$ cat config.mk
export PLATFORM = sky130hd
export DESIGN_NAME = adder_arbiter
export DESIGN_NICKNAME = d
export VERILOG_FILES = /design/src/rtl/adder_arbiter.sv
export SDC_FILE = /design/constraint.sdc
export NUM_CORES = 1
export LEC_CHECK = 0
export BUFFER_PORTS_ARGS = -buffer_cell sky130_fd_sc_hd__clkbuf_2
export CORE_AREA = 2 2 125 127
export DETAILED_ROUTE_END_ITERATION = 8
export DIE_AREA = 0 0 127 129
export HOLD_SLACK_MARGIN = 0.15
export PLACE_DENSITY = 0.7
export SYNTH_ARGS = -nofsm -noshare
export SYNTH_HDL_FRONTEND = slang
export SYNTH_SLANG_ARGS = --single-unit
$ cat constraint.sdc
create_clock -name clk -period 8.8 [get_ports clk]
set_input_delay 0.88 -clock clk [delete_from_list [all_inputs] [get_ports clk]]
set_output_delay 0.88 -clock clk [all_outputs]
set_load 0.01 [all_outputs]
$ cat src/rtl/adder_arbiter.sv
// Round-robin arbiter sharing one 32-bit recursive-doubling adder among NREQ requesters.
// Optional owner lock for chained multi-word operations: define ADDER_ARB_LOCK_EN.
module adder_arbiter #(
  parameter int NREQ = 4,
  parameter int IDW  = 2
) (
  input  logic                 clk,
  input  logic                 rst,
  input  logic [NREQ-1:0]      req_valid,
  input  logic [NREQ*32-1:0]   req_a,
  input  logic [NREQ*32-1:0]   req_b,
  input  logic [NREQ-1:0]      req_lock,
  output logic [NREQ-1:0]      req_ready,
  output logic                 rsp_valid,
  input  logic                 rsp_ready,
  output logic [IDW-1:0]       rsp_id,
  output logic [31:0]          rsp_sum,
  output logic                 rsp_carry,
  output logic [15:0]          ops_count
);

  localparam logic [0:0] ST_EMPTY = 1'b0;
  localparam logic [0:0] ST_FULL  = 1'b1;

  logic [0:0]     state_reg;
  logic [IDW-1:0] ptr_reg;
  logic [IDW-1:0] id_reg;
  logic [31:0]    sum_reg;
  logic           carry_reg;
  logic [15:0]    ops_reg;

  logic [NREQ-1:0] elig;
  logic [IDW-1:0]  win;
  logic            found;
  logic            can_accept;
  logic            grant;
  logic [IDW-1:0]  win_inc;
  logic [31:0]     a_arr [NREQ];
  logic [31:0]     b_arr [NREQ];
  logic [IDW-1:0]  scan_idx [NREQ];
  logic [31:0]     a_sel;
  logic [31:0]     b_sel;
  logic [31:0]     sum_next;
  logic            carry_next;

`ifdef ADDER_ARB_LOCK_EN
  logic           lock_reg;
  logic [IDW-1:0] owner_reg;

  // While locked, only the owner is eligible, even if it is idle.
  assign elig = lock_reg ? (req_valid & (NREQ'(1) << owner_reg)) : req_valid;
`else
  logic unused_lock;

  assign unused_lock = ^req_lock;
  assign elig        = req_valid;
`endif

  genvar gi;
  genvar gl;

  generate
    for (gi = 0; gi < NREQ; gi++) begin : g_req
      logic [IDW:0] pos;

      assign a_arr[gi]    = req_a[32*gi +: 32];
      assign b_arr[gi]    = req_b[32*gi +: 32];
      assign pos          = {1'b0, ptr_reg} + (IDW+1)'(gi);
      assign scan_idx[gi] = (pos >= (IDW+1)'(NREQ)) ? IDW'(pos - (IDW+1)'(NREQ)) : pos[IDW-1:0];
    end
  endgenerate

  // Scan from the farthest offset back to ptr so the nearest eligible requester wins.
  always_comb begin
    win   = ptr_reg;
    found = 1'b0;
    for (int k = NREQ - 1; k >= 0; k--) begin
      if (elig[scan_idx[k]]) begin
        win   = scan_idx[k];
        found = 1'b1;
      end
    end
  end

  assign rsp_valid  = (state_reg == ST_FULL);
  assign can_accept = !rsp_valid || rsp_ready;
  assign grant      = can_accept && found;
  assign req_ready  = grant ? (NREQ'(1) << win) : '0;
  assign win_inc    = (win == IDW'(NREQ - 1)) ? '0 : win + 1'b1;
  assign a_sel      = a_arr[win];
  assign b_sel      = b_arr[win];

  // Kogge-Stone style prefix adder with carry-in of zero.
  logic [5:0][31:0] gen_l;
  logic [4:0][31:0] prop_l;
  logic             unused_prop;

  assign gen_l[0]  = a_sel & b_sel;
  assign prop_l[0] = a_sel ^ b_sel;

  generate
    for (gl = 0; gl < 5; gl++) begin : g_lvl
      for (gi = 0; gi < 32; gi++) begin : g_bit
        if (gi >= (1 << gl)) begin : g_combine
          assign gen_l[gl+1][gi] = gen_l[gl][gi] | (prop_l[gl][gi] & gen_l[gl][gi-(1<<gl)]);
          if (gl < 4) begin : g_prop
            assign prop_l[gl+1][gi] = prop_l[gl][gi] & prop_l[gl][gi-(1<<gl)];
          end
        end else begin : g_pass
          assign gen_l[gl+1][gi] = gen_l[gl][gi];
          if (gl < 4) begin : g_prop
            assign prop_l[gl+1][gi] = prop_l[gl][gi];
          end
        end
      end
    end
  endgenerate

  assign unused_prop = ^prop_l[4][15:0];
  assign sum_next    = prop_l[0] ^ {gen_l[5][30:0], 1'b0};
  assign carry_next  = gen_l[5][31];

  always_ff @(posedge clk) begin
    if (rst) begin
      state_reg <= ST_EMPTY;
      ptr_reg   <= '0;
      id_reg    <= '0;
      sum_reg   <= '0;
      carry_reg <= 1'b0;
      ops_reg   <= '0;
`ifdef ADDER_ARB_LOCK_EN
      lock_reg  <= 1'b0;
      owner_reg <= '0;
`endif
    end else begin
      if (rsp_valid && rsp_ready) begin
        ops_reg <= ops_reg + 16'd1;
      end
      if (grant) begin
        state_reg <= ST_FULL;
        id_reg    <= win;
        sum_reg   <= sum_next;
        carry_reg <= carry_next;
`ifdef ADDER_ARB_LOCK_EN
        if (req_lock[win]) begin
          lock_reg  <= 1'b1;
          owner_reg <= win;
          ptr_reg   <= win;
        end else begin
          lock_reg  <= 1'b0;
          ptr_reg   <= win_inc;
        end
`else
        ptr_reg   <= win_inc;
`endif
      end else if (rsp_valid && rsp_ready) begin
        state_reg <= ST_EMPTY;
      end
    end
  end

  assign rsp_id    = id_reg;
  assign rsp_sum   = sum_reg;
  assign rsp_carry = carry_reg;
  assign ops_count = ops_reg;

endmodule

Word level (Yosys, flattened, before mapping) --
Cells that the tools add are included. W data, S select, Z words.
Word-level totals: flip-flop bits (word level) 54, input port bits 267, output and inout bits 56, word-level logic and storage cells 421
Cells by class: $add $sub $neg 9, order comparisons 9, eq/ne operators 1, shifts and indexed selects 1, multiplexer cells 30, bitwise logic cells 360, reductions and logical operators 5
Operators with widths (count):
- $and A1 B1 Y1 | 227
- $or A1 B1 Y1 | 129
- $bmux W32 S2 | 2
- $mux W32 | 4
- $xor A32 B32 Y32 | 2
- $and A32 B32 Y32 | 1
- $mux W2 | 9
- $add A16 B1 Y16 const B | 1
- $ge A3 B3 Y1 const B | 4
- $lt A2 B3 Y1 const B | 4
- $mux W1 | 10
- $bmux W1 S2 | 4
- $sub A2 B1 Y2 const B | 4
- $add A2 B2 Y3 const B | 2
- $mux W4 | 1
- $shl A1 B2 Y4 const A | 1
- $add A2 B1 Y3 const B | 1
- $ge A2 B3 Y1 const B | 1
- $not A2 Y3 | 1
- $add A2 B1 Y2 const B | 1
- $eq A2 B2 Y1 const B | 1
- $logic_and A1 B1 Y1 | 2
- $reduce_bool A2 Y1 | 1
- $logic_not A1 Y1 | 1
- $logic_or A1 B1 Y1 | 1

Longest topological paths before layout --
Gate-level depths: netlist (run 1).
word-level depth 24, depth in mapped cells 16, gate-level depth less buffers 14

Worst setup path after synthesis (run 1) --
OpenSTA, ideal clock, no wires.
path type input-to-reg, from input port req_valid[2], to register sum_reg[28] (netlist: rsp_sum[28]), setup time 0.120 ns, arrival time 4.291 ns, data required time 8.680 ns, slack 4.390 ns, stages 14, buffers on the path 1, cell sequence nor2b_1 -> a21o_1 -> a221oi_2 -> buf_2 -> mux4_2 -> ha_1 -> fa_1 -> a21oi_1 -> o211ai_2 -> a211oi_2 -> o31a_1 -> o211ai_1 -> and3_1 -> a211o_1
Between the ends: longest elaborated chain between the ends 21, elaborated cells between the ends (all ways) 104, those cells by class mux: 22; bitwise: 81; reduce/logical: 1
RTL lines:
- start, declared | line 9 | input logic [NREQ-1:0] req_valid,
- $bmux W1 S2 | line 78 | if (elig[scan_idx[k]]) begin
- $mux W1 (implied by the code) | line 78
- $mux W2 (4 in a row) | line 78
- $not A2 Y3 (implied by the code) | line 90, 91
- $bmux W32 S2, on equally long branches | line 90, 91
- $mux W32, on equally long branches (2 in a row) | line 90, 91
- $xor A32 B32 Y32 / $and A32 B32 Y32 (equally long branches) | line 99, 98
- $and A1 B1 Y1 | line 105 | assign gen_l[gl+1][gi] = gen_l[gl][gi] | (prop_l[gl][gi] & gen_l[gl][gi-(1<<gl)]);
- $or A1 B1 Y1 | line 105
- $and A1 B1 Y1 | line 105
- $or A1 B1 Y1 | line 105
- $and A1 B1 Y1 | line 105
- $or A1 B1 Y1 | line 105
- $and A1 B1 Y1 / $or A1 B1 Y1 (equally long branches) | line 105
- $or A1 B1 Y1 / $and A1 B1 Y1 (equally long branches) | line 105
- $or A1 B1 Y1 | line 105
- $xor A32 B32 Y32 | line 120 | assign sum_next = prop_l[0] ^ {gen_l[5][30:0], 1'b0};
- end signal, assigned | line 142 | sum_reg <= sum_next;
- end, declared | line 28 | logic [31:0] sum_reg;
Parallel ways exist; a longest one is shown, timed or not. The select of a mux whose other input is x is not followed. A chain may end at the register's enable or synchronous reset.

Worst setup path in the final report (run 1) --
from input port req_valid[2], to register sum_reg[31] (netlist: rsp_sum[31])
Between the ends: longest elaborated chain between the ends 21, elaborated cells between the ends (all ways) 113, those cells by class mux: 22; bitwise: 90; reduce/logical: 1
RTL lines (line):
- $bmux W1 S2 | 78
- $mux W1 (implied by the code) | 78
- $mux W2 (4 in a row) | 78
- $not A2 Y3 (implied by the code) | 90, 91
- $bmux W32 S2, on equally long branches | 90, 91
- $mux W32, on equally long branches (2 in a row) | 90, 91
- $xor A32 B32 Y32 / $and A32 B32 Y32 (equally long branches) | 99, 98
- $and A1 B1 Y1, on equally long branches | 105, 107
- $or A1 B1 Y1 / $and A1 B1 Y1 (equally long branches) | 105
- $and A1 B1 Y1 / $or A1 B1 Y1 (equally long branches) | 105
- $or A1 B1 Y1 / $and A1 B1 Y1 (equally long branches) | 105
- $and A1 B1 Y1 / $or A1 B1 Y1 (equally long branches) | 105
- $or A1 B1 Y1 / $and A1 B1 Y1 (equally long branches) | 105
- $and A1 B1 Y1 / $or A1 B1 Y1 (equally long branches) | 105
- $or A1 B1 Y1 / $and A1 B1 Y1 (equally long branches) | 105
- $or A1 B1 Y1 | 105
- $xor A32 B32 Y32 | 120
Parallel ways exist; a longest one is shown, timed or not. The select of a mux whose other input is x is not followed.

==> results of run 1 <==
placed cells by master (no fill, tap or decap), types with 3 or more instances in the layout:
cell / count
sky130_fd_sc_hd__a211o_1: 3
sky130_fd_sc_hd__a211oi_1: 6
sky130_fd_sc_hd__a21o_1: 13
sky130_fd_sc_hd__a21oi_1: 64
sky130_fd_sc_hd__a31oi_1: 5
sky130_fd_sc_hd__and2_1: 7
sky130_fd_sc_hd__and3_1: 7
sky130_fd_sc_hd__and4_1: 3
sky130_fd_sc_hd__buf_4: 4
sky130_fd_sc_hd__clkbuf_16: 5
sky130_fd_sc_hd__clkbuf_2: 318
sky130_fd_sc_hd__dfxtp_1: 54
sky130_fd_sc_hd__ha_1: 37
sky130_fd_sc_hd__inv_1: 16
sky130_fd_sc_hd__mux2i_1: 7
sky130_fd_sc_hd__mux4_2: 64
sky130_fd_sc_hd__nand2_1: 70
sky130_fd_sc_hd__nand2b_1: 5
sky130_fd_sc_hd__nand3_1: 14
sky130_fd_sc_hd__nand3b_1: 3
sky130_fd_sc_hd__nand4_1: 15
sky130_fd_sc_hd__nor2_1: 45
sky130_fd_sc_hd__nor2b_1: 3
sky130_fd_sc_hd__nor3_1: 13
sky130_fd_sc_hd__nor3b_1: 3
sky130_fd_sc_hd__o211ai_1: 5
sky130_fd_sc_hd__o21a_1: 7
sky130_fd_sc_hd__o21ai_0: 22
sky130_fd_sc_hd__o21bai_1: 6
sky130_fd_sc_hd__o22ai_1: 3
sky130_fd_sc_hd__o31ai_1: 3
sky130_fd_sc_hd__or3_1: 11
sky130_fd_sc_hd__xnor2_1: 14
sky130_fd_sc_hd__xor2_1: 14
layer usage:
metal  part of all wire [%]  GRT usage [%]  vias up
li1                       -              -     2943
met1                     44          34.26     2911
met2                     47          37.13      291
met3                    7.6          3.119       22
met4                    1.2          4.266        0
met5                      0              0        -
final timing paths:
| path | startpoint | endpoint | slack [ps] | cells past startpoint |
|---|---|---|---|---|
| setup / recovery | req_valid[2] | rsp_sum[31] | 3440 | 15 |
| hold / removal | rsp_sum[6] | rsp_sum[6] | 450 | 2 |
| setup reg to reg | ptr_reg[1] | rsp_sum[31] | 3780 | 13 |
| hold reg to reg | rsp_sum[6] | rsp_sum[6] | 450 | 2 |
where the power goes:
part           leakage [nW]  switching [mW]  internal, mW
registers             0.444          0.0420         0.317
clock network        0.0701          0.0894         0.105
logic                  2.98           0.708         0.540
total                  3.49           0.839         0.961
kinds of logic after synthesis:
kind of cell               count (synthesis)  synth area share [%]
and+or+nand+nor                          205                 17.35
DFF                                       54                 19.03
adders and majority gates                 38                 8.500
xor gates and xnor gates                  28                 4.316
buffers and inverters                     59                 5.461
muxes                                     71                 26.60
AOI/OAI and AO/OA                        164                 18.74
per-stage QoR:
| stage | utilization [%] | std cells | worst slack, ps |
|---|---|---|---|
| detailed placement | 48.81 | 1086 | 3083 |
| global placement | 48.81 | 1086 | 3102 |
| global route | 49.74 | 1093 | 2947 |
| finish | 49.74 | 1093 | 3436 |
| floorplan | - | 619 | 4390 |
| CTS | 49.74 | 1093 | 3366 |
cell type report:
cell class                 count  area (µm²)  area share (%)
multi-input combinational    506        4313           57.89
timing repair buffer         322        1622           21.77
sequential                    54        1081           14.51
tap                          188       235.2           3.158
clock buffer                   5       125.1           1.680
inverter                      16       60.06          0.8062
clock inverter                 2       13.76          0.1847
worst reg2reg max path, delay by kind of cell (launching register included):
family / cells / cell delay, ps
AO/OA/AOI/OAI: 8 / 2150
adder cells (fa/ha/maj): 1 / 390
buffers and inverters: 2 / 1160
flip-flops: 1 / 460
multiplexers: 2 / 760
==> metrics.txt, run 1 <==
# TYPE chip_impl_metric gauge
chip_impl_metric{name="hold_ws",unit="ps"} 449.6
chip_impl_metric{name="timing.max_cap.violations",unit=""} 0
chip_impl_metric{name="syn_nets",unit=""} 924
chip_impl_info{name="cp_top_family",value="compound AO/OA/AOI/OAI gates"} 1
chip_impl_metric{name="layout-area-overhead-vs-synth",unit="%"} 31.12
chip_impl_metric{name="netlist_instances",unit=""} 619
chip_impl_metric{name="post_route_cells_drive_above_1_share",unit="%"} 44.75
chip_impl_metric{name="detailroute.via_count",unit=""} 6167
chip_impl_metric{name="post-route-drc-count",unit=""} 0
chip_impl_metric{name="clk_sinks",unit=""} 54
chip_impl_metric{name="design.core.area",unit="µm²"} 14980
chip_impl_metric{name="fin_crit_sh",unit="%"} 60.95
chip_impl_metric{name="synth_enable_flop_cells",unit=""} 0
chip_impl_metric{name="final.fill_count",unit=""} 1485
chip_impl_metric{name="yosys_register_bits",unit=""} 54
chip_impl_info{name="setup_crit_path_kind",value="in -> reg"} 1
chip_impl_info{name="crit_chain",value="clkbuf_2 > nor2b_1 > a21o_1 > a221oi_4 > buf_4 > buf_4 > mux4_2 > ha_1 > a21oi_1 > o21ai_0 > a21o_2 > a211oi_1 > a2111oi_2 > mux2i_1 > a211o_1"} 1
chip_impl_metric{name="wire_length_of_the_first_global_routing_pass",unit="µm"} 30650
chip_impl_metric{name="critPathArrivalTime",unit="ps"} 5540
chip_impl_metric{name="dp_hpwl",unit="µm"} 16700
chip_impl_metric{name="avgViaCountPerCell",unit=""} 5.642
chip_impl_info{name="predominant_post_synthesis_flop_cell",value="sky130_fd_sc_hd__dfxtp_1"} 1
chip_impl_metric{name="synth_largest_type_area_fraction",unit="%"} 25.37
chip_impl_info{name="status",value="finished clean"} 1
chip_impl_metric{name="total_power",unit="mW"} 1.800
chip_impl_metric{name="stdcell_area",unit="µm²"} 7450
chip_impl_metric{name="max_slew.worst_pin.slew",unit="ps"} 995.0
chip_impl_metric{name="initial_utilization",unit="%"} 37.94
chip_impl_metric{name="timing.critical_path.buf_inv",unit=""} 3
chip_impl_metric{name="antenna-diode-count",unit=""} 0
chip_impl_metric{name="slowest_delay",unit="ps"} 630
chip_impl_metric{name="cts_buffer_depth",unit=""} 2
chip_impl_metric{name="placedInstanceArea",unit="µm²"} 7311
chip_impl_metric{name="cts.repair_timing.setup_buffer_count",unit=""} 0
chip_impl_metric{name="first_global_vias",unit=""} 5845
chip_impl_metric{name="clk-insertion-delay-late",unit="ps"} 290
chip_impl_metric{name="period_needed",unit="ps"} 5364
chip_impl_metric{name="finClkSkew",unit="ps"} 9.700
chip_impl_info{name="synthMostInstantiatedCell",value="sky130_fd_sc_hd__nand2_1"} 1
chip_impl_metric{name="pin_count",unit=""} 323
chip_impl_metric{name="power.leakage",unit="nW"} 3.494
chip_impl_metric{name="final_max_slew_viol_count",unit=""} 0
chip_impl_metric{name="yosys_warnings",unit=""} 0
chip_impl_metric{name="synth.avg_cell_area",unit="µm²"} 9.179
chip_impl_metric{name="die-width",unit="µm"} 127
chip_impl_info{name="ys_top_cells_by_area",value="sky130_fd_sc_hd__mux4_2 25%, sky130_fd_sc_hd__dfxtp_1 19%, sky130_fd_sc_hd__ha_1 8.1%, sky130_fd_sc_hd__a21oi_1 5.6%, sky130_fd_sc_hd__nand2_1 4.6%"} 1
chip_impl_metric{name="fin_tns_setup",unit="ps"} 0
chip_impl_metric{name="wl",unit="µm"} 20020
chip_impl_info{name="grt_setup_unrepaired",value="false"} 1
chip_impl_metric{name="fmax",unit="GHz"} 0.1864
chip_impl_metric{name="io_buffer_count",unit=""} 318
chip_impl_info{name="cts_tree",value="yes"} 1
chip_impl_metric{name="globalRouteTotalUtil",unit="%"} 23.30
chip_impl_metric{name="grt_max_degree",unit=""} 57
chip_impl_metric{name="post_drt_wl_per_cell",unit="µm"} 18.31
chip_impl_metric{name="htree_levels",unit=""} 2
chip_impl_metric{name="cts.repair.resized",unit=""} 0
chip_impl_metric{name="dr.first_iter.drc_count",unit=""} 468
chip_impl_metric{name="power_density",unit="nW/µm²"} 241.7
chip_impl_metric{name="detailedRoute.firstPassIterationCount",unit=""} 4
chip_impl_info{name="critPathLaunchType",value="input port"} 1
chip_impl_metric{name="placementRows",unit=""} 45
chip_impl_metric{name="critPathMaxFanout",unit=""} 37
chip_impl_info{name="worst_path_most_repeated_cell",value="sky130_fd_sc_hd__buf_4"} 1
chip_impl_metric{name="synth-seq-area-share",unit="%"} 19.03
chip_impl_metric{name="synth-async-reset-ratio",unit="%"} 0
chip_impl_metric{name="clkSlewWorstSetupHoldPaths",unit="ps"} 70
chip_impl_metric{name="cts_hold_buf",unit=""} 0
chip_impl_metric{name="max-vdd-ir-drop",unit="mV"} 0.1007
chip_impl_metric{name="critical_path_required_time",unit="ps"} 8980
chip_impl_info{name="synth_largest_area_cell",value="sky130_fd_sc_hd__mux4_2"} 1
chip_impl_metric{name="number_of_nets_with_antenna_violations_after_detailed_routing",unit=""} 0
chip_impl_metric{name="synthDistinctLibCells",unit=""} 65
chip_impl_metric{name="finish.net_count",unit=""} 1210
chip_impl_info{name="cp-end-kind",value="flip-flop"} 1
chip_impl_info{name="cts_root_buffer",value="sky130_fd_sc_hd__clkbuf_16"} 1
chip_impl_metric{name="largest_register_ffs",unit=""} 32
chip_impl_metric{name="design.die.area",unit="µm²"} 16380
chip_impl_info{name="hp-class",value="reg -> reg"} 1
chip_impl_metric{name="relSlewSlack",unit="%"} 33.42
chip_impl_metric{name="die_y",unit="µm"} 129
chip_impl_metric{name="timing.final.setup_violations",unit=""} 0
chip_impl_metric{name="finalWeightedCongestion",unit=""} 0.9182
chip_impl_info{name="slowest_stage",value="sky130_fd_sc_hd__buf_4"} 1
chip_impl_metric{name="grt_antenna_before_repair",unit=""} 0
chip_impl_metric{name="gr-total-overflow",unit=""} 0
chip_impl_info{name="post_synth_most_frequent_cells",value="70 x sky130_fd_sc_hd__nand2_1, 64 x sky130_fd_sc_hd__a21oi_1, 64 x sky130_fd_sc_hd__mux4_2"} 1
chip_impl_metric{name="mapped_area",unit="µm²"} 5682
chip_impl_metric{name="cts_made_buffers",unit=""} 5
chip_impl_metric{name="timing_hold_violations_final",unit=""} 0
(Power assumes the default switching activity.)
==> run 2, diff against run 1 <==
==> config.mk (replaced) <==
export PLATFORM = sky130hd
export DESIGN_NAME = adder_arbiter
export DESIGN_NICKNAME = d
export VERILOG_FILES = /design/src/rtl/adder_arbiter.sv
export SDC_FILE = /design/constraint.sdc
export NUM_CORES = 1
export LEC_CHECK = 0
export ABC_AREA = 1
export BUFFER_PORTS_ARGS = -buffer_cell sky130_fd_sc_hd__clkbuf_2
export CORE_UTILIZATION = 45
export DETAILED_ROUTE_END_ITERATION = 8
export HOLD_SLACK_MARGIN = 0.15
export PLACE_DENSITY = 0.79
export SYNTH_ARGS = -nofsm -noshare
export SYNTH_HDL_FRONTEND = slang
export SYNTH_SLANG_ARGS = --single-unit
==> constraint.sdc (replaced) <==
create_clock -name clk -period 4.36 [get_ports clk]
set_input_delay 0.436 -clock clk [delete_from_list [all_inputs] [get_ports clk]]
set_output_delay 0.436 -clock clk [all_outputs]
set_load 0.01 [all_outputs]
==> metrics.txt, run 2 <==
# TYPE chip_impl_metric gauge
chip_impl_metric{name="wl",unit="µm"} 25070
chip_impl_metric{name="critPathMaxFanout",unit=""} 32
chip_impl_metric{name="grt_antenna_before_repair",unit=""} 0
chip_impl_metric{name="mapped_area",unit="µm²"} 7772
chip_impl_metric{name="finClkSkew",unit="ps"} 2.918
chip_impl_info{name="cts_tree",value="yes"} 1
chip_impl_info{name="cp-end-kind",value="flip-flop"} 1
chip_impl_info{name="worst_path_most_repeated_cell",value="sky130_fd_sc_hd__nand2_1"} 1
chip_impl_metric{name="fin_tns_setup",unit="ps"} 0
chip_impl_metric{name="dr.first_iter.drc_count",unit=""} 571
chip_impl_info{name="final_common_cell",value="sky130_fd_sc_hd__nand2_1"} 1
chip_impl_info{name="synthMostInstantiatedCell",value="sky130_fd_sc_hd__nand2_1"} 1
chip_impl_metric{name="timing.critical_path.buf_inv",unit=""} 4
chip_impl_info{name="crit_chain",value="inv_1 > nand2_1 > nand2_1 > nand2_1 > nand2_1 > inv_2 > nand2_2 > nand2_1 > nand2_1 > nand2_4 > buf_4 > nand2_1 > nand3_1 > nand2_1 > ha_1 > nand2_1 > nor2_1 > nand2_1 > nor3_1 > nand2_1 > nand3_1 > nand3_1 > nand2_1 > inv_1"} 1
chip_impl_metric{name="cts.repair_timing.setup_buffer_count",unit=""} 0
chip_impl_metric{name="yosys_warnings",unit=""} 0
chip_impl_metric{name="avgViaCountPerCell",unit=""} 4.790
chip_impl_metric{name="dp_hpwl",unit="µm"} 20750
chip_impl_metric{name="die_y",unit="µm"} 133.4
chip_impl_metric{name="yosys_register_bits",unit=""} 54
chip_impl_metric{name="synth.avg_cell_area",unit="µm²"} 4.916
chip_impl_metric{name="largest_register_ffs",unit=""} 32
chip_impl_metric{name="grt_max_degree",unit=""} 68
chip_impl_metric{name="io_buffer_count",unit=""} 318
chip_impl_info{name="rr_startpoint",value="ptr_reg[0]"} 1
chip_impl_metric{name="timing_hold_violations_final",unit=""} 0
chip_impl_metric{name="post_route_cells_drive_above_1_share",unit="%"} 18.56
chip_impl_metric{name="globalRouteTotalUtil",unit="%"} 28.22
chip_impl_metric{name="finalWeightedCongestion",unit=""} 0.9649
chip_impl_info{name="ys_top_cells_by_area",value="sky130_fd_sc_hd__nand2_1 29%, sky130_fd_sc_hd__inv_1 20%, sky130_fd_sc_hd__dfxtp_1 14%, sky130_fd_sc_hd__nand3_1 12%, sky130_fd_sc_hd__ha_1 6.0%"} 1
chip_impl_info{name="synth_largest_area_cell",value="sky130_fd_sc_hd__nand2_1"} 1
chip_impl_metric{name="timing.final.setup_violations",unit=""} 0
chip_impl_metric{name="max_slew.worst_pin.slew",unit="ps"} 1053
chip_impl_metric{name="critPathArrivalTime",unit="ps"} 4090
chip_impl_metric{name="post-route-drc-count",unit=""} 0
chip_impl_info{name="status",value="finished clean"} 1
chip_impl_info{name="grt_setup_unrepaired",value="false"} 1
chip_impl_metric{name="post_drt_wl_per_cell",unit="µm"} 12.03
chip_impl_info{name="setup_crit_path_kind",value="reg -> reg"} 1
chip_impl_metric{name="period_needed",unit="ps"} 3894
chip_impl_metric{name="cts_made_buffers",unit=""} 5
chip_impl_metric{name="htree_levels",unit=""} 2
chip_impl_metric{name="first_global_vias",unit=""} 9203
chip_impl_info{name="cp_top_family",value="simple AND/OR/NAND/NOR gates"} 1
chip_impl_metric{name="finish.net_count",unit=""} 2168
chip_impl_metric{name="layout-area-overhead-vs-synth",unit="%"} 24.28
chip_impl_info{name="critPathLaunch",value="ptr_reg[0]"} 1
chip_impl_metric{name="antenna-diode-count",unit=""} 0
chip_impl_metric{name="pin_count",unit=""} 323
chip_impl_info{name="hp-class",value="reg -> reg"} 1
chip_impl_info{name="holdCritStartpoint",value="rsp_sum[2]"} 1
chip_impl_metric{name="final_max_slew_viol_count",unit=""} 0
chip_impl_metric{name="placed_cells",unit=""} 2076
chip_impl_info{name="slowest_stage",value="sky130_fd_sc_hd__dfxtp_2"} 1
chip_impl_metric{name="netlist_instances",unit=""} 1581
chip_impl_metric{name="critical_path_required_time",unit="ps"} 4550
chip_impl_metric{name="synth_largest_type_area_fraction",unit="%"} 28.69
chip_impl_info{name="highest_count_cells_in_the_layout_ignoring_fill_and_taps",value="593 x sky130_fd_sc_hd__nand2_1, 404 x sky130_fd_sc_hd__inv_1, 318 x sky130_fd_sc_hd__clkbuf_2, 188 x sky130_fd_sc_hd__nand3_1, 100 x sky130_fd_sc_hd__nor2_1"} 1
chip_impl_metric{name="number_of_nets_with_antenna_violations_after_detailed_routing",unit=""} 0
chip_impl_info{name="critPathLaunchType",value="flip-flop"} 1
chip_impl_metric{name="die-width",unit="µm"} 133.4
chip_impl_metric{name="wire_length_of_the_first_global_routing_pass",unit="µm"} 41140
chip_impl_info{name="predominant_post_synthesis_flop_cell",value="sky130_fd_sc_hd__dfxtp_1"} 1
chip_impl_metric{name="clk-insertion-delay-late",unit="ps"} 290
chip_impl_metric{name="fin_crit_sh",unit="%"} 89.31
chip_impl_metric{name="clkSlewWorstSetupHoldPaths",unit="ps"} 70
chip_impl_metric{name="fmax",unit="GHz"} 0.2568
chip_impl_metric{name="detailroute.via_count",unit=""} 9983
chip_impl_metric{name="synth-async-reset-ratio",unit="%"} 0
chip_impl_info{name="post_synth_most_frequent_cells",value="594 x sky130_fd_sc_hd__nand2_1, 405 x sky130_fd_sc_hd__inv_1, 189 x sky130_fd_sc_hd__nand3_1"} 1
chip_impl_metric{name="timing.max_cap.violations",unit=""} 0
chip_impl_metric{name="syn_nets",unit=""} 1886
chip_impl_metric{name="placementRows",unit=""} 47
chip_impl_metric{name="gr-total-overflow",unit=""} 0
chip_impl_metric{name="final_instance_count_excl_fillers",unit=""} 2084
chip_impl_metric{name="relSlewSlack",unit="%"} 29.36
chip_impl_metric{name="design.core.area",unit="µm²"} 16700
chip_impl_metric{name="final.fill_count",unit=""} 1765
chip_impl_metric{name="cts_buffer_depth",unit=""} 2
chip_impl_metric{name="clk_sinks",unit=""} 54
chip_impl_info{name="cts_root_buffer",value="sky130_fd_sc_hd__clkbuf_16"} 1
chip_impl_metric{name="detailedRoute.firstPassIterationCount",unit=""} 7
chip_impl_metric{name="synthDistinctLibCells",unit=""} 26
chip_impl_metric{name="hold_ws",unit="ps"} 484.8
chip_impl_metric{name="synth_enable_flop_cells",unit=""} 0
chip_impl_metric{name="slowest_delay",unit="ps"} 460
chip_impl_metric{name="design.die.area",unit="µm²"} 17800
chip_impl_metric{name="initial_utilization",unit="%"} 46.54
chip_impl_metric{name="synth-seq-area-share",unit="%"} 13.91
run 2: changes by cell type after synthesis, sizes merged, moves of 11 or more:
cell    delta
or3       -11
clkbuf    -14
a21oi     -13
mux4      -64
a21o      -14
inv      +390
buf       +27
o21ai     +12
xor2      -11
nand3    +175
nand2    +526
nor2      +56
run 2: path summary, 6_finish.rpt:
path / cells after the start / slack, ps / to
setup / recovery: 24 / 470 / rsp_sum[25]
hold / removal: 2 / 480 / rsp_sum[2]
setup reg to reg: 24 / 470 / rsp_sum[25]
hold reg to reg: 2 / 480 / rsp_sum[2]
run 2: cell families after synthesis:
group,count (synthesis),share of synthesized area (%)
DFF,54,13.91
AOI/OAI and AO/OA,98,6.584
and+or+nand+nor,912,47.81
xor gates and xnor gates,17,1.916
adders and majority gates,38,6.214
buffers and inverters,462,23.57
run 2: timing repair:
item	CTS	global route
setup endpoints to repair	0	21
hold buffers	0	0
hold endpoints to repair	0	0
resized for setup	0	2
run 2: per-stage QoR:
stage / instance area (µm²) / utilization (%) / worst slack, ps
final: 9659 / 57.84 / 466.0
after global routing: 9659 / 57.84 / 25.99
after CTS: 9649 / 57.78 / 345.8
after detailed placement: 9502 / 56.89 / 374.1
after global placement: 9502 / 56.89 / 453.5
after floorplan: 7772 / - / 1133
run 2: area by class of cell:
cell class                      count  area [µm²]  share of cell area (%)
Timing Repair Buffer              331        1739                   18.01
Clock inverter                      1       5.005                 0.05181
Sequential cell                    54        1082                   11.20
Inverter                          406        1524                   15.78
Tap cell                          220       275.3                   2.850
Clock buffer                        7       142.6                   1.477
Multi-Input combinational cell   1065        4891                   50.63
run 2: layer usage:
metal  GRT usage [%]  vias to the layer above  routed length, µm
met4           8.460                        0                622
li1                -                     5230                  -
met3           3.311                       42               1670
met1           35.67                     4343              10950
met2           49.88                      368              11830
met5               0                        -                  0
run 2: tightest hold or removal path: stages (launching register included):
cell                      delay (ps)
sky130_fd_sc_hd__dfxtp_1         330
sky130_fd_sc_hd__nor2_1           50
sky130_fd_sc_hd__nor2_1           80
Power of run 2 is not shown: default switching activity piles up to over one toggle a cycle in this logic, so the estimate is an artifact.
==> run 3, diff against run 2 <==
--- a/config.mk
+++ b/config.mk
@@ -6,11 +6,12 @@
 export NUM_CORES = 1
 export LEC_CHECK = 0
 export ABC_AREA = 1
-export BUFFER_PORTS_ARGS = -buffer_cell sky130_fd_sc_hd__clkbuf_2
+export BUFFER_PORTS_ARGS = -buffer_cell sky130_fd_sc_hd__buf_2
 export CORE_UTILIZATION = 45
 export DETAILED_ROUTE_END_ITERATION = 8
 export HOLD_SLACK_MARGIN = 0.15
 export PLACE_DENSITY = 0.79
+export SKIP_LAST_GASP = 1
 export SYNTH_ARGS = -nofsm -noshare
 export SYNTH_HDL_FRONTEND = slang
 export SYNTH_SLANG_ARGS = --single-unit
==> metrics.txt, run 3 (same netlist as run 2, synthesis figures left out) <==
# TYPE chip_impl_metric gauge
chip_impl_metric{name="relSlewSlack",unit="%"} 25.90
chip_impl_metric{name="final.fill_count",unit=""} 1781
chip_impl_metric{name="htree_levels",unit=""} 2
chip_impl_metric{name="post_route_cells_drive_above_1_share",unit="%"} 18.69
chip_impl_info{name="rr_endpoint",value="rsp_sum[25]"} 1
chip_impl_metric{name="grt_antenna_before_repair",unit=""} 2
chip_impl_metric{name="worst_hold_path.num_cells",unit=""} 2
chip_impl_metric{name="post-route-drc-count",unit=""} 0
chip_impl_metric{name="sequential_cell_area",unit="µm²"} 1082
chip_impl_info{name="grt_setup_unrepaired",value="false"} 1
chip_impl_metric{name="fmax",unit="GHz"} 0.2617
chip_impl_info{name="critPathLaunchType",value="flip-flop"} 1
chip_impl_metric{name="first_global_vias",unit=""} 8980
chip_impl_info{name="final_common_cell",value="sky130_fd_sc_hd__nand2_1"} 1
chip_impl_metric{name="finalWeightedCongestion",unit=""} 0.9671
chip_impl_metric{name="post_drt_wl_per_cell",unit="µm"} 12.07
chip_impl_metric{name="initial_utilization",unit="%"} 46.54
chip_impl_metric{name="fin_crit_sh",unit="%"} 87.65
chip_impl_metric{name="avgViaCountPerCell",unit=""} 4.735
chip_impl_metric{name="cts_buffer_depth",unit=""} 2
chip_impl_metric{name="grt_max_degree",unit=""} 68
chip_impl_metric{name="dr.first_iter.drc_count",unit=""} 532
chip_impl_info{name="cts_tree",value="yes"} 1
chip_impl_metric{name="timing_hold_violations_final",unit=""} 0
chip_impl_metric{name="layout-area-overhead-vs-synth",unit="%"} 24.68
chip_impl_metric{name="worstRegToRegCells",unit=""} 24
chip_impl_metric{name="ff2ff_setup_slack",unit="ps"} 540
chip_impl_metric{name="wire_length_of_the_first_global_routing_pass",unit="µm"} 40870
chip_impl_metric{name="pin_count",unit=""} 323
chip_impl_metric{name="number_of_nets_with_antenna_violations_after_detailed_routing",unit=""} 0
chip_impl_info{name="rr_startpoint",value="ptr_reg[0]"} 1
chip_impl_metric{name="globalRouteTotalUtil",unit="%"} 28.06
chip_impl_metric{name="die_y",unit="µm"} 133.4
chip_impl_metric{name="finish.net_count",unit=""} 2171
chip_impl_metric{name="finClkSkew",unit="ps"} 5.311
chip_impl_metric{name="cts_made_buffers",unit=""} 5
chip_impl_info{name="setup_crit_path_kind",value="reg -> reg"} 1
chip_impl_metric{name="final_max_slew_viol_count",unit=""} 0
chip_impl_metric{name="cts.repair_timing.setup_buffer_count",unit=""} 0
chip_impl_metric{name="largest_register_ffs",unit=""} 32
chip_impl_metric{name="critical_path_required_time",unit="ps"} 4550
chip_impl_metric{name="io_buffer_count",unit=""} 318
chip_impl_metric{name="timing.final.setup_violations",unit=""} 0
chip_impl_metric{name="detailedRoute.firstPassIterationCount",unit=""} 5
chip_impl_info{name="cts_root_buffer",value="sky130_fd_sc_hd__clkbuf_16"} 1
chip_impl_info{name="holdCritStartpoint",value="rsp_sum[1]"} 1
chip_impl_metric{name="fin_tns_setup",unit="ps"} 0
chip_impl_info{name="status",value="finished clean"} 1
chip_impl_info{name="hp-class",value="reg -> reg"} 1
chip_impl_metric{name="critPathMaxFanout",unit=""} 63
chip_impl_metric{name="wl",unit="µm"} 25210
chip_impl_metric{name="clk_sinks",unit=""} 54
chip_impl_metric{name="placementRows",unit=""} 47
chip_impl_metric{name="dp_hpwl",unit="µm"} 21040
chip_impl_metric{name="max_slew.worst_pin.slew",unit="ps"} 1104
chip_impl_metric{name="clkSlewWorstSetupHoldPaths",unit="ps"} 70
chip_impl_metric{name="period_needed",unit="ps"} 3822
chip_impl_metric{name="design.die.area",unit="µm²"} 17800
chip_impl_metric{name="clk-insertion-delay-late",unit="ps"} 290
chip_impl_metric{name="cts_hold_buf",unit=""} 0
chip_impl_metric{name="die-width",unit="µm"} 133.4
chip_impl_metric{name="critPathArrivalTime",unit="ps"} 4010
chip_impl_metric{name="timing.max_cap.violations",unit=""} 0
chip_impl_metric{name="detailroute.via_count",unit=""} 9891
chip_impl_metric{name="area_occupied_by_multi_input_gates",unit="µm²"} 4882
chip_impl_info{name="holdPathEnd",value="rsp_sum[1]"} 1
chip_impl_metric{name="design.core.area",unit="µm²"} 16700
chip_impl_info{name="highest_count_cells_in_the_layout_ignoring_fill_and_taps",value="593 x sky130_fd_sc_hd__nand2_1, 404 x sky130_fd_sc_hd__inv_1, 318 x sky130_fd_sc_hd__buf_2, 188 x sky130_fd_sc_hd__nand3_1, 100 x sky130_fd_sc_hd__nor2_1"} 1
chip_impl_metric{name="gr-total-overflow",unit=""} 0
chip_impl_info{name="cp-end-kind",value="flip-flop"} 1
## run 3: worst max-delay path, cell delays in order, from the launching register on
cell	delay [ps]
sky130_fd_sc_hd__dfxtp_2	450
sky130_fd_sc_hd__inv_1	160
sky130_fd_sc_hd__nand2_1	110
sky130_fd_sc_hd__nand2_1	70
sky130_fd_sc_hd__nand2_1	70
sky130_fd_sc_hd__nand2_1	70
sky130_fd_sc_hd__nand2_1	90
sky130_fd_sc_hd__nand2_2	70
sky130_fd_sc_hd__nand2_1	80
sky130_fd_sc_hd__nand2_1	90
sky130_fd_sc_hd__nand2_4	320
sky130_fd_sc_hd__buf_12	310
sky130_fd_sc_hd__nand2_1	80
sky130_fd_sc_hd__nand3_1	100
sky130_fd_sc_hd__nand2_1	60
sky130_fd_sc_hd__ha_1	410
sky130_fd_sc_hd__nand2_1	140
sky130_fd_sc_hd__nor2_1	240
sky130_fd_sc_hd__nand2_1	140
sky130_fd_sc_hd__nor3_1	150
sky130_fd_sc_hd__nand2_1	100
sky130_fd_sc_hd__nand3_1	90
sky130_fd_sc_hd__nand3_1	150
sky130_fd_sc_hd__nand2_1	100
sky130_fd_sc_hd__inv_1	40
## run 3: layout make-up
class	instances	share of cell area, %
clock inverters	1	0.05165
clock buffers	7	1.472
well taps	220	2.841
repair buffers	334	18.31
multi-input cells	1065	50.38
diodes	2	0.05165
inverters	406	15.73
flip-flops and latches	54	11.17
## run 3: through the flow
step / area [µm²] / utilization (%) / setup slack [ps] / cells / hold slack (ps)
3_5_place_dp: 9537 / 57.10 / 430.9 / 2079 / 469.9
5_1_grt: 9691 / 58.02 / 129.9 / 2089 / 521.5
6_report: 9691 / 58.02 / 538.4 / 2089 / 484.2
3_3_place_gp: 9537 / 57.10 / 538.7 / 2079 / 460.0
4_1_cts: 9684 / 57.99 / 399.8 / 2087 / 485.8
2_1_floorplan: 7772 / - / 1133 / 1581 / 495.8
## run 3: repair_timing
item,CTS,global route
setup endpoints to repair,0,5
hold endpoints to repair,0,0
gates resized for setup,0,1
## run 3: layer usage
layer / GRT usage (%) / up-vias / routed length [µm]
met4: 8.207 / 0 / 515
met5: 0 / - / 0
li1: - / 5246 / -
met2: 50.20 / 345 / 12160
met3: 2.245 / 33 / 1461
met1: 35.69 / 4267 / 11070
## run 3: worst max-delay path by stage
| stage | start | endpoint | slack (ps) | cells past startpoint |
|---|---|---|---|---|
| floorplan | req_valid[1] | rsp_sum[30] | 1130 | 26 |
| global placement | ptr_reg[0] | rsp_sum[29] | 540 | 26 |
| detailed placement | ptr_reg[0] | rsp_sum[30] | 430 | 27 |
| CTS | ptr_reg[0] | rsp_sum[30] | 400 | 27 |
| global route | ptr_reg[0] | rsp_sum[31] | 130 | 26 |
| finish | ptr_reg[0] | rsp_sum[25] | 540 | 24 |
Power of run 3 is left out for the same reason.
